**src/rtl/uart_xmt_fifo_pkg.sv**
```systemverilog
// Shared definitions for the FIFO-backed UART transmitter: command bit
// positions, parity modes and the transmit FSM state encoding.
package uart_pkg;

    localparam int CMD_PUSH  = 0;
    localparam int CMD_TXEN  = 2;
    localparam int CMD_FLUSH = 3;

    localparam int PAR_NONE = 0;
    localparam int PAR_EVEN = 1;
    localparam int PAR_ODD  = 2;

    typedef enum logic [2:0] {
        IDLE   = 3'd0,
        START  = 3'd1,
        DATA   = 3'd2,
        PARITY = 3'd3,
        STOP   = 3'd4
    } tx_state_e;

    // Data is zero-extended to 9 bits so one helper covers every word width.
    function automatic logic parity_bit(input logic [8:0] data, input int mode);
        return (mode == PAR_ODD) ? ~(^data) : ^data;
    endfunction

endpackage

```
**src/rtl/uart_xmt_fifo_if.sv**
```systemverilog
// Host bus seen by the transmitter: device-select/command address and write data.
interface uart_xmt_fifo_if #(
    parameter int WordSize = 8
);
    // No ready/valid pair: a command is qualified by the device nibble and
    // fires on the 0->1 transition of its AddrBus bit; DataBus must be stable
    // at the clock edge where PUSH fires. The host never waits on the block.
    logic [WordSize-1:0] DataBus;
    logic [31:0]         AddrBus;

    modport master (output DataBus, output AddrBus);
    modport slave  (input  DataBus, input  AddrBus);

endinterface

```
**src/rtl/uart_xmt_fifo_sync_fifo.sv**
```systemverilog
// Synchronous FIFO with wrap-around pointers; the extra pointer bit separates
// full from empty. Flush has priority over push and pop.
module sync_fifo #(
    parameter int WordSize = 8,
    parameter int Depth    = 16
) (
    input  logic                  clk,
    input  logic                  bReset,
    input  logic                  push,
    input  logic                  pop,
    input  logic                  flush,
    input  logic [WordSize-1:0]   din,
    output logic [WordSize-1:0]   dout,
    output logic [$clog2(Depth):0] count,
    output logic                  empty,
    output logic                  full
);
    localparam int AW = $clog2(Depth);

    logic [WordSize-1:0] mem_q [Depth];
    logic [AW:0]         wr_q, wr_d, rd_q, rd_d;
    logic                do_push, do_pop;

    // A push into a full FIFO is still accepted when a pop frees a slot.
    assign do_pop  = pop && !empty;
    assign do_push = push && (!full || do_pop);

    always_comb begin
        wr_d = wr_q;
        rd_d = rd_q;
        if (flush) begin
            wr_d = '0;
            rd_d = '0;
        end else begin
            if (do_push) wr_d = wr_q + 1'b1;
            if (do_pop)  rd_d = rd_q + 1'b1;
        end
    end

    always_ff @(posedge clk) begin
        if (!bReset) begin
            wr_q <= '0;
            rd_q <= '0;
        end else begin
            wr_q <= wr_d;
            rd_q <= rd_d;
        end
    end

    always_ff @(posedge clk) begin
        if (do_push && !flush) mem_q[wr_q[AW-1:0]] <= din;
    end

    assign dout  = mem_q[rd_q[AW-1:0]];
    assign empty = (wr_q == rd_q);
    assign full  = (wr_q[AW] != rd_q[AW]) && (wr_q[AW-1:0] == rd_q[AW-1:0]);
    assign count = wr_q - rd_q;

endmodule

```
**src/rtl/uart_xmt_fifo.sv**
```systemverilog
// Bus-attached UART transmitter: edge-triggered commands load a FIFO that is
// serialised as START, LSB-first data, optional parity and STOP bits.
module uart_xmt_fifo
    import uart_pkg::*;
#(
    parameter int         WordSize   = 8,
    parameter int         Depth      = 16,
    parameter int         ClksPerBit = 16,
    parameter int         ParityMode = 0,
    parameter int         StopBits   = 1,
    parameter logic [3:0] DevId      = 4'h2
) (
    input  logic                    clk,
    input  logic                    bReset,
    uart_xmt_fifo_if.slave          bus,
    output logic                    Serial_out,
    output logic                    busy,
    output logic                    fifo_empty,
    output logic                    fifo_full,
    output logic [$clog2(Depth):0]  fifo_count,
    output logic                    overflow,
    output tx_state_e               dbg_state
);
    localparam int CW = $clog2(ClksPerBit);
    localparam int IW = $clog2(WordSize);

    tx_state_e           state_q, state_d;
    logic [CW-1:0]       timer_q, timer_d;
    logic [IW-1:0]       idx_q, idx_d;
    logic [WordSize-1:0] shift_q, shift_d;
    logic                par_q, par_d;
    logic                tx_en_q, tx_en_d;
    logic                overflow_q, overflow_d;
    logic [2:0]          cmd_prev_q;
    logic [2:0]          cmd_now;
    logic                sel, push_fire, txen_fire, flush_fire;
    logic                pop, bit_done;
    logic [WordSize-1:0] fifo_dout;
    logic                unused_addr;

    assign sel        = (bus.AddrBus[31:28] == DevId);
    assign cmd_now    = {bus.AddrBus[CMD_FLUSH], bus.AddrBus[CMD_TXEN], bus.AddrBus[CMD_PUSH]};
    assign push_fire  = sel && cmd_now[0] && !cmd_prev_q[0];
    assign txen_fire  = sel && cmd_now[1] && !cmd_prev_q[1];
    assign flush_fire = sel && cmd_now[2] && !cmd_prev_q[2];
    assign unused_addr = ^{bus.AddrBus[27:4], bus.AddrBus[1]};

    sync_fifo #(
        .WordSize (WordSize),
        .Depth    (Depth)
    ) u_fifo (
        .clk   (clk),
        .bReset(bReset),
        .push  (push_fire),
        .pop   (pop),
        .flush (flush_fire),
        .din   (bus.DataBus),
        .dout  (fifo_dout),
        .count (fifo_count),
        .empty (fifo_empty),
        .full  (fifo_full)
    );

    always_comb begin
        tx_en_d    = tx_en_q;
        overflow_d = overflow_q;
        if (flush_fire) begin
            tx_en_d    = 1'b0;
            overflow_d = 1'b0;
        end else begin
            if (txen_fire) tx_en_d = 1'b1;
            if (push_fire && fifo_full && !pop) overflow_d = 1'b1;
        end
    end

    // State register; reset aborts any frame in flight.
    always_ff @(posedge clk) begin
        if (!bReset) begin
            state_q    <= IDLE;
            timer_q    <= '0;
            idx_q      <= '0;
            shift_q    <= '0;
            par_q      <= 1'b0;
            tx_en_q    <= 1'b0;
            overflow_q <= 1'b0;
            cmd_prev_q <= '0;
        end else begin
            state_q    <= state_d;
            timer_q    <= timer_d;
            idx_q      <= idx_d;
            shift_q    <= shift_d;
            par_q      <= par_d;
            tx_en_q    <= tx_en_d;
            overflow_q <= overflow_d;
            cmd_prev_q <= cmd_now;
        end
    end

    assign bit_done = (timer_q == CW'(ClksPerBit - 1));

    always_comb begin
        state_d = state_q;
        timer_d = bit_done ? '0 : timer_q + 1'b1;
        idx_d   = idx_q;
        shift_d = shift_q;
        par_d   = par_q;
        pop     = 1'b0;
        case (state_q)
            IDLE: begin
                timer_d = '0;
                idx_d   = '0;
                if (tx_en_q && !fifo_empty) begin
                    pop     = 1'b1;
                    shift_d = fifo_dout;
                    par_d   = parity_bit(9'(fifo_dout), ParityMode);
                    state_d = START;
                end
            end
            START: if (bit_done) state_d = DATA;
            DATA: begin
                if (bit_done) begin
                    shift_d = shift_q >> 1;
                    if (idx_q == IW'(WordSize - 1)) begin
                        idx_d   = '0;
                        state_d = (ParityMode != PAR_NONE) ? PARITY : STOP;
                    end else begin
                        idx_d = idx_q + 1'b1;
                    end
                end
            end
            PARITY: if (bit_done) state_d = STOP;
            STOP: begin
                // The bit index doubles as the stop-bit counter.
                if (bit_done) begin
                    if (idx_q == IW'(StopBits - 1)) begin
                        idx_d   = '0;
                        state_d = IDLE;
                    end else begin
                        idx_d = idx_q + 1'b1;
                    end
                end
            end
            default: state_d = IDLE;
        endcase
    end

    always_comb begin
        Serial_out = 1'b1;
        case (state_q)
            START:   Serial_out = 1'b0;
            DATA:    Serial_out = shift_q[0];
            PARITY:  Serial_out = par_q;
            default: Serial_out = 1'b1;
        endcase
    end

    assign busy      = (state_q != IDLE);
    assign overflow  = overflow_q;
    assign dbg_state = state_q;

endmodule

```
**src/flat_wrapper.sv**
```systemverilog
// flat-port wrapper written by rule: the top's interface ports become plain ports
module uart_xmt_fifo_flat import uart_pkg::*;
#(
    parameter int         WordSize   = 8,
    parameter int         Depth      = 16,
    parameter int         ClksPerBit = 16,
    parameter int         ParityMode = 0,
    parameter int         StopBits   = 1,
    parameter logic [3:0] DevId      = 4'h2
)
  (clk, bReset, Serial_out, busy, fifo_empty, fifo_full, fifo_count, overflow, dbg_state, bus_DataBus, bus_AddrBus);
  uart_xmt_fifo_if #(.WordSize(WordSize)) bus_i ();
  input  logic clk;
  input  logic bReset;
  output logic Serial_out;
  output logic busy;
  output logic fifo_empty;
  output logic fifo_full;
  output logic [$clog2(Depth):0] fifo_count;
  output logic overflow;
  output tx_state_e dbg_state;
  input wire logic [$bits(bus_i.DataBus)-1:0] bus_DataBus;
  input wire logic [$bits(bus_i.AddrBus)-1:0] bus_AddrBus;
  assign bus_i.DataBus = bus_DataBus;
  assign bus_i.AddrBus = bus_AddrBus;
  uart_xmt_fifo #(.WordSize(WordSize), .Depth(Depth), .ClksPerBit(ClksPerBit), .ParityMode(ParityMode), .StopBits(StopBits), .DevId(DevId)) u_core (.clk(clk), .bReset(bReset), .bus(bus_i), .Serial_out(Serial_out), .busy(busy), .fifo_empty(fifo_empty), .fifo_full(fifo_full), .fifo_count(fifo_count), .overflow(overflow), .dbg_state(dbg_state));
endmodule
```
**config.mk**
```make
export PLATFORM = sky130hd
export DESIGN_NAME = uart_xmt_fifo_flat
export DESIGN_NICKNAME = d
export VERILOG_FILES = /design/src/rtl/uart_xmt_fifo_pkg.sv /design/src/rtl/uart_xmt_fifo_if.sv /design/src/rtl/uart_xmt_fifo_sync_fifo.sv /design/src/rtl/uart_xmt_fifo.sv /design/src/flat_wrapper.sv
export SDC_FILE = /design/constraint.sdc
export NUM_CORES = 1
export LEC_CHECK = 0
export BUFFER_PORTS_ARGS = -buffer_cell sky130_fd_sc_hd__buf_4
export CORE_ASPECT_RATIO = 0.7
export CORE_MARGIN = 8
export CORE_UTILIZATION = 64
export DETAILED_ROUTE_END_ITERATION = 10
export PLACE_DENSITY_LB_ADDON = 0.12
export SLEW_MARGIN = 15
export SYNTH_ARGS = -nofsm -noshare
export SYNTH_HDL_FRONTEND = slang
export SYNTH_SLANG_ARGS = --single-unit
export TNS_END_PERCENT = 5
```
**constraint.sdc**
```tcl
create_clock -name clk -period 4.5 [get_ports clk]
set_clock_uncertainty 0.05 [all_clocks]
set_input_delay 0.225 -clock clk [delete_from_list [all_inputs] [get_ports clk]]
set_output_delay 0.225 -clock clk [all_outputs]
set_load 0.02 [all_outputs]
```
==> results.py <==
metrics = {
    "outcome": {
        "status": "finished, final reports clean",
    },
    "logic_synthesis": {
        "syn_area_sq_mm": 0.00689,
        "ys_top_cells_by_area": "edfxtp_1 (56%), dfxtp_1 (11%), mux4_2 (7.5%)",
        "synthesis.nets": 493,
        "synth-edff-count": 128,
        "yosys_register_bits": 166,
        "synth.avg_cell_area_sq_um": 15.8,
        "postSynthCellCount": 437,
        "synth_largest_area_cell": "edfxtp_1",
        "async_flop_share": 0,
        "synthDistinctLibCells": 41,
        "yosys_most_used_dff": "edfxtp_1",
        "yosys_warnings": 0,
        "synth_top_area_share": 0.558,
        "synth_common_cells": "edfxtp_1 (128), dfxtp_1 (38), nor2_1 (36)",
        "yosysMostFrequentCell": "edfxtp_1",
        "yosysSeqAreaShare": 0.669,
    },
    "global_route": {
        "grt_usage": 0.207,
        "grt_overflow": 0,
        "antenna_found_initial": 0,
        "grt_pass1_vias": 3858,
        "grt_max_degree": 22,
        "grt_pass1_wl_um": 21700,
    },
    "power": {
        "leakagePower_uw": 0.00276,
        "p_per_area_mw_per_mm2": 406,
        "vdd_ir_drop_max_v": 0.000332,
    },
    "clock_tree": {
        "cts_tree": "built",
        "cts.sinks": 166,
        "cts_made_buffers": 17,
        "cts.path.max_buffers": 2,
        "clkSlewWorstSetupHoldPaths_ns": 0.07,
        "h-tree-depth": 4,
        "post_cts_resized": 0,
        "clkLatencyLatePin_ns": 0.42,
        "root_buffer": "clkbuf_16",
    },
    "sta": {
        "hold_viol_final": 0,
        "rsz0062_at_grt": "false",
        "setup_viol": 0,
        "hold-worst-slack_ns": 0.0827,
        "worst_slack_ns": 0.957,
        "slew_headroom": 0.261,
        "fin_crit_ns": 3.54,
        "period_share": 0.787,
        "max_freq_mhz": 282,
        "worst_slew_pin_slew_ns": 1.11,
        "slew_viol_final": 0,
        "setup_tns_ns": 0,
    },
    "critical_path": {
        "path_delay_family": "simple AND/OR/NAND/NOR gates",
        "crit_arrival_ns": 3.54,
        "slowest_delay_ns": 0.65,
        "regToRegEndpoint": "u_core.u_fifo.mem_q[7][4]",
        "critPathLaunchType": "register",
        "required_ns": 4.50,
        "path_class": "register to register",
        "r2r-start": "u_core.u_fifo.wr_q[2]",
        "cpMaxStageDelayCell": "nor2_1",
        "critical_path.cell_chain": "ha_1 -> nand4_1 -> buf_4 -> o211a_1 -> nor3_1 -> and4bb_2 -> and2_1 -> nand2_1 -> nor2_1",
        "crit_start": "u_core.u_fifo.wr_q[2]",
        "crit_buf_inv": 1,
        "endpoint_kind": "register",
        "cp_max_fo": 10,
        "r2r_setup_slack_ns": 0.96,
        "reg2regPathDepth": 9,
    },
    "placed_design": {
        "gp_congestion": 0.817,
        "dp_hpwl_um": 8950,
        "portBuffers": 29,
        "dp_worst_setup_slack_ns": 0.981,
        "dp_cells": 589,
    },
    "floorplan": {
        "die_x_um": 140,
        "die_area_sq_mm": 0.0144,
        "rows": 31,
        "initial_core_util": 0.662,
        "ios": 55,
        "coreArea_sq_mm": 0.0104,
        "die_y_um": 103,
    },
    "min_path": {
        "hp-start": "bus_DataBus[7]",
        "min_path_cells": 1,
        "min_to": "u_core.u_fifo.mem_q[0][7]",
        "hp-class": "input pin to register",
    },
    "job": {
        "maxCapViolations": 0,
    },
    "route": {
        "routed_wirelength_um": 14000,
        "wl_per_cell_um": 22.5,
        "drt_iter0_markers": 420,
        "drcViolationCount": 0,
        "vias_per_cell": 6.20,
        "ant_nets": 0,
        "first_pass_iters": 4,
        "vias": 3870,
    },
    "finish": {
        "finalNetCount": 535,
        "area_growth_pct": 14.0,
        "antenna_cells": 0,
        "stdcell_count": 624,
        "layout-drive-gt1-share": 0.197,
        "final_util": 0.755,
    },
}
-- layer usage --
layer,up-vias,GRT usage,part of all wire
met5,-,0,0
met4,0,0.0772,0.016
met3,21,0.0500,0.079
met2,143,0.327,0.47
met1,1948,0.279,0.43
li1,1758,-,-
-- what timing repair did --
action                                 CTS  global route
endpoints found under the hold margin    4             0
hold buffers                             3             0
buffers inserted                         0             0
-- kinds of logic (layout without fill, tap and decap cells) --
group,after synthesis,after routing,share of synthesized area
compound gates,49,49,0.0503
flops,166,166,0.669
fa+ha+maj,14,14,0.0265
simple gates,106,106,0.0729
buf+inv,39,94,0.0307
mux,42,42,0.124
xor+xnor,21,21,0.0267
-- cells in the final DEF (no fill, tap or decap), drive strengths merged, types with 2 or more instances in the layout --
| cell | count |
|---|---|
| nand2b | 4 |
| a22oi | 16 |
| nor2 | 36 |
| nor4 | 2 |
| buf | 40 |
| edfxtp | 128 |
| nand4 | 4 |
| and3 | 2 |
| and2 | 6 |
| a31oi | 2 |
| inv | 27 |
| nand3b | 2 |
| nor3 | 8 |
| a21o | 2 |
| xor2 | 6 |
| nand2 | 28 |
| clkbuf | 17 |
| or3 | 2 |
| o211a | 8 |
| o21ai | 6 |
| mux4 | 32 |
| clkinvlp | 3 |
| xnor2 | 15 |
| a21boi | 2 |
| nand3 | 4 |
| dfxtp | 38 |
| nor2b | 4 |
| clkinv | 2 |
| nor3b | 2 |
| ha | 13 |
| a21oi | 11 |
| mux2i | 10 |
| bufinv | 2 |
| dlygate4sd3 | 3 |
-- final cells by class --
type	count	area, sq um
Clock inverter	15	185
Tap cell	132	165
Sequential cell	166	4610
Timing Repair Buffer	43	330
Inverter	19	71.3
Clock buffer	17	425
Fill cell	624	2540
Multi-Input combinational cell	232	2070
-- state kept, by name, indices dropped and copies added, names as in the netlist, named ones only --
register             count
u_core.cmd_prev_q        3
u_core.dbg_state         3
u_core.idx_q             3
u_core.overflow          1
u_core.par_q             1
u_core.shift_q           8
u_core.timer_q           4
u_core.tx_en_q           1
u_core.u_fifo.mem_q    128
u_core.u_fifo.rd_q       5
u_core.u_fifo.wr_q       5
-- how the worst max path moves through the flow --
stage | to | slack, ns | depth (start not counted)
after global routing | u_core.u_fifo.mem_q[9][3] | 0.72 | 9
after CTS | u_core.u_fifo.mem_q[7][4] | 0.97 | 9
after global placement | u_core.u_fifo.mem_q[8][2] | 1.07 | 9
final | u_core.u_fifo.mem_q[7][4] | 0.96 | 9
after detailed placement | u_core.u_fifo.mem_q[7][3] | 0.98 | 9
after floorplan | u_core.u_fifo.mem_q[0][0] | 1.54 | 10
-- through the flow --
stage | instance area [sq um] | total power, uW
3_5_place_dp | 7210 | 1730
4_1_cts | 7850 | 3200
2_1_floorplan | 6890 | 1700
6_report | 7850 | 3190
3_3_place_gp | 7210 | 1730
5_1_grt | 7850 | 3270
-- report_power, final --
group,internal [uW],switching [uW],total (uW)
Sequential,1650,1.13,1650
Clock,843,646,1490
Combinational,17.5,31.4,48.9
(Power assumes the default switching activity.)
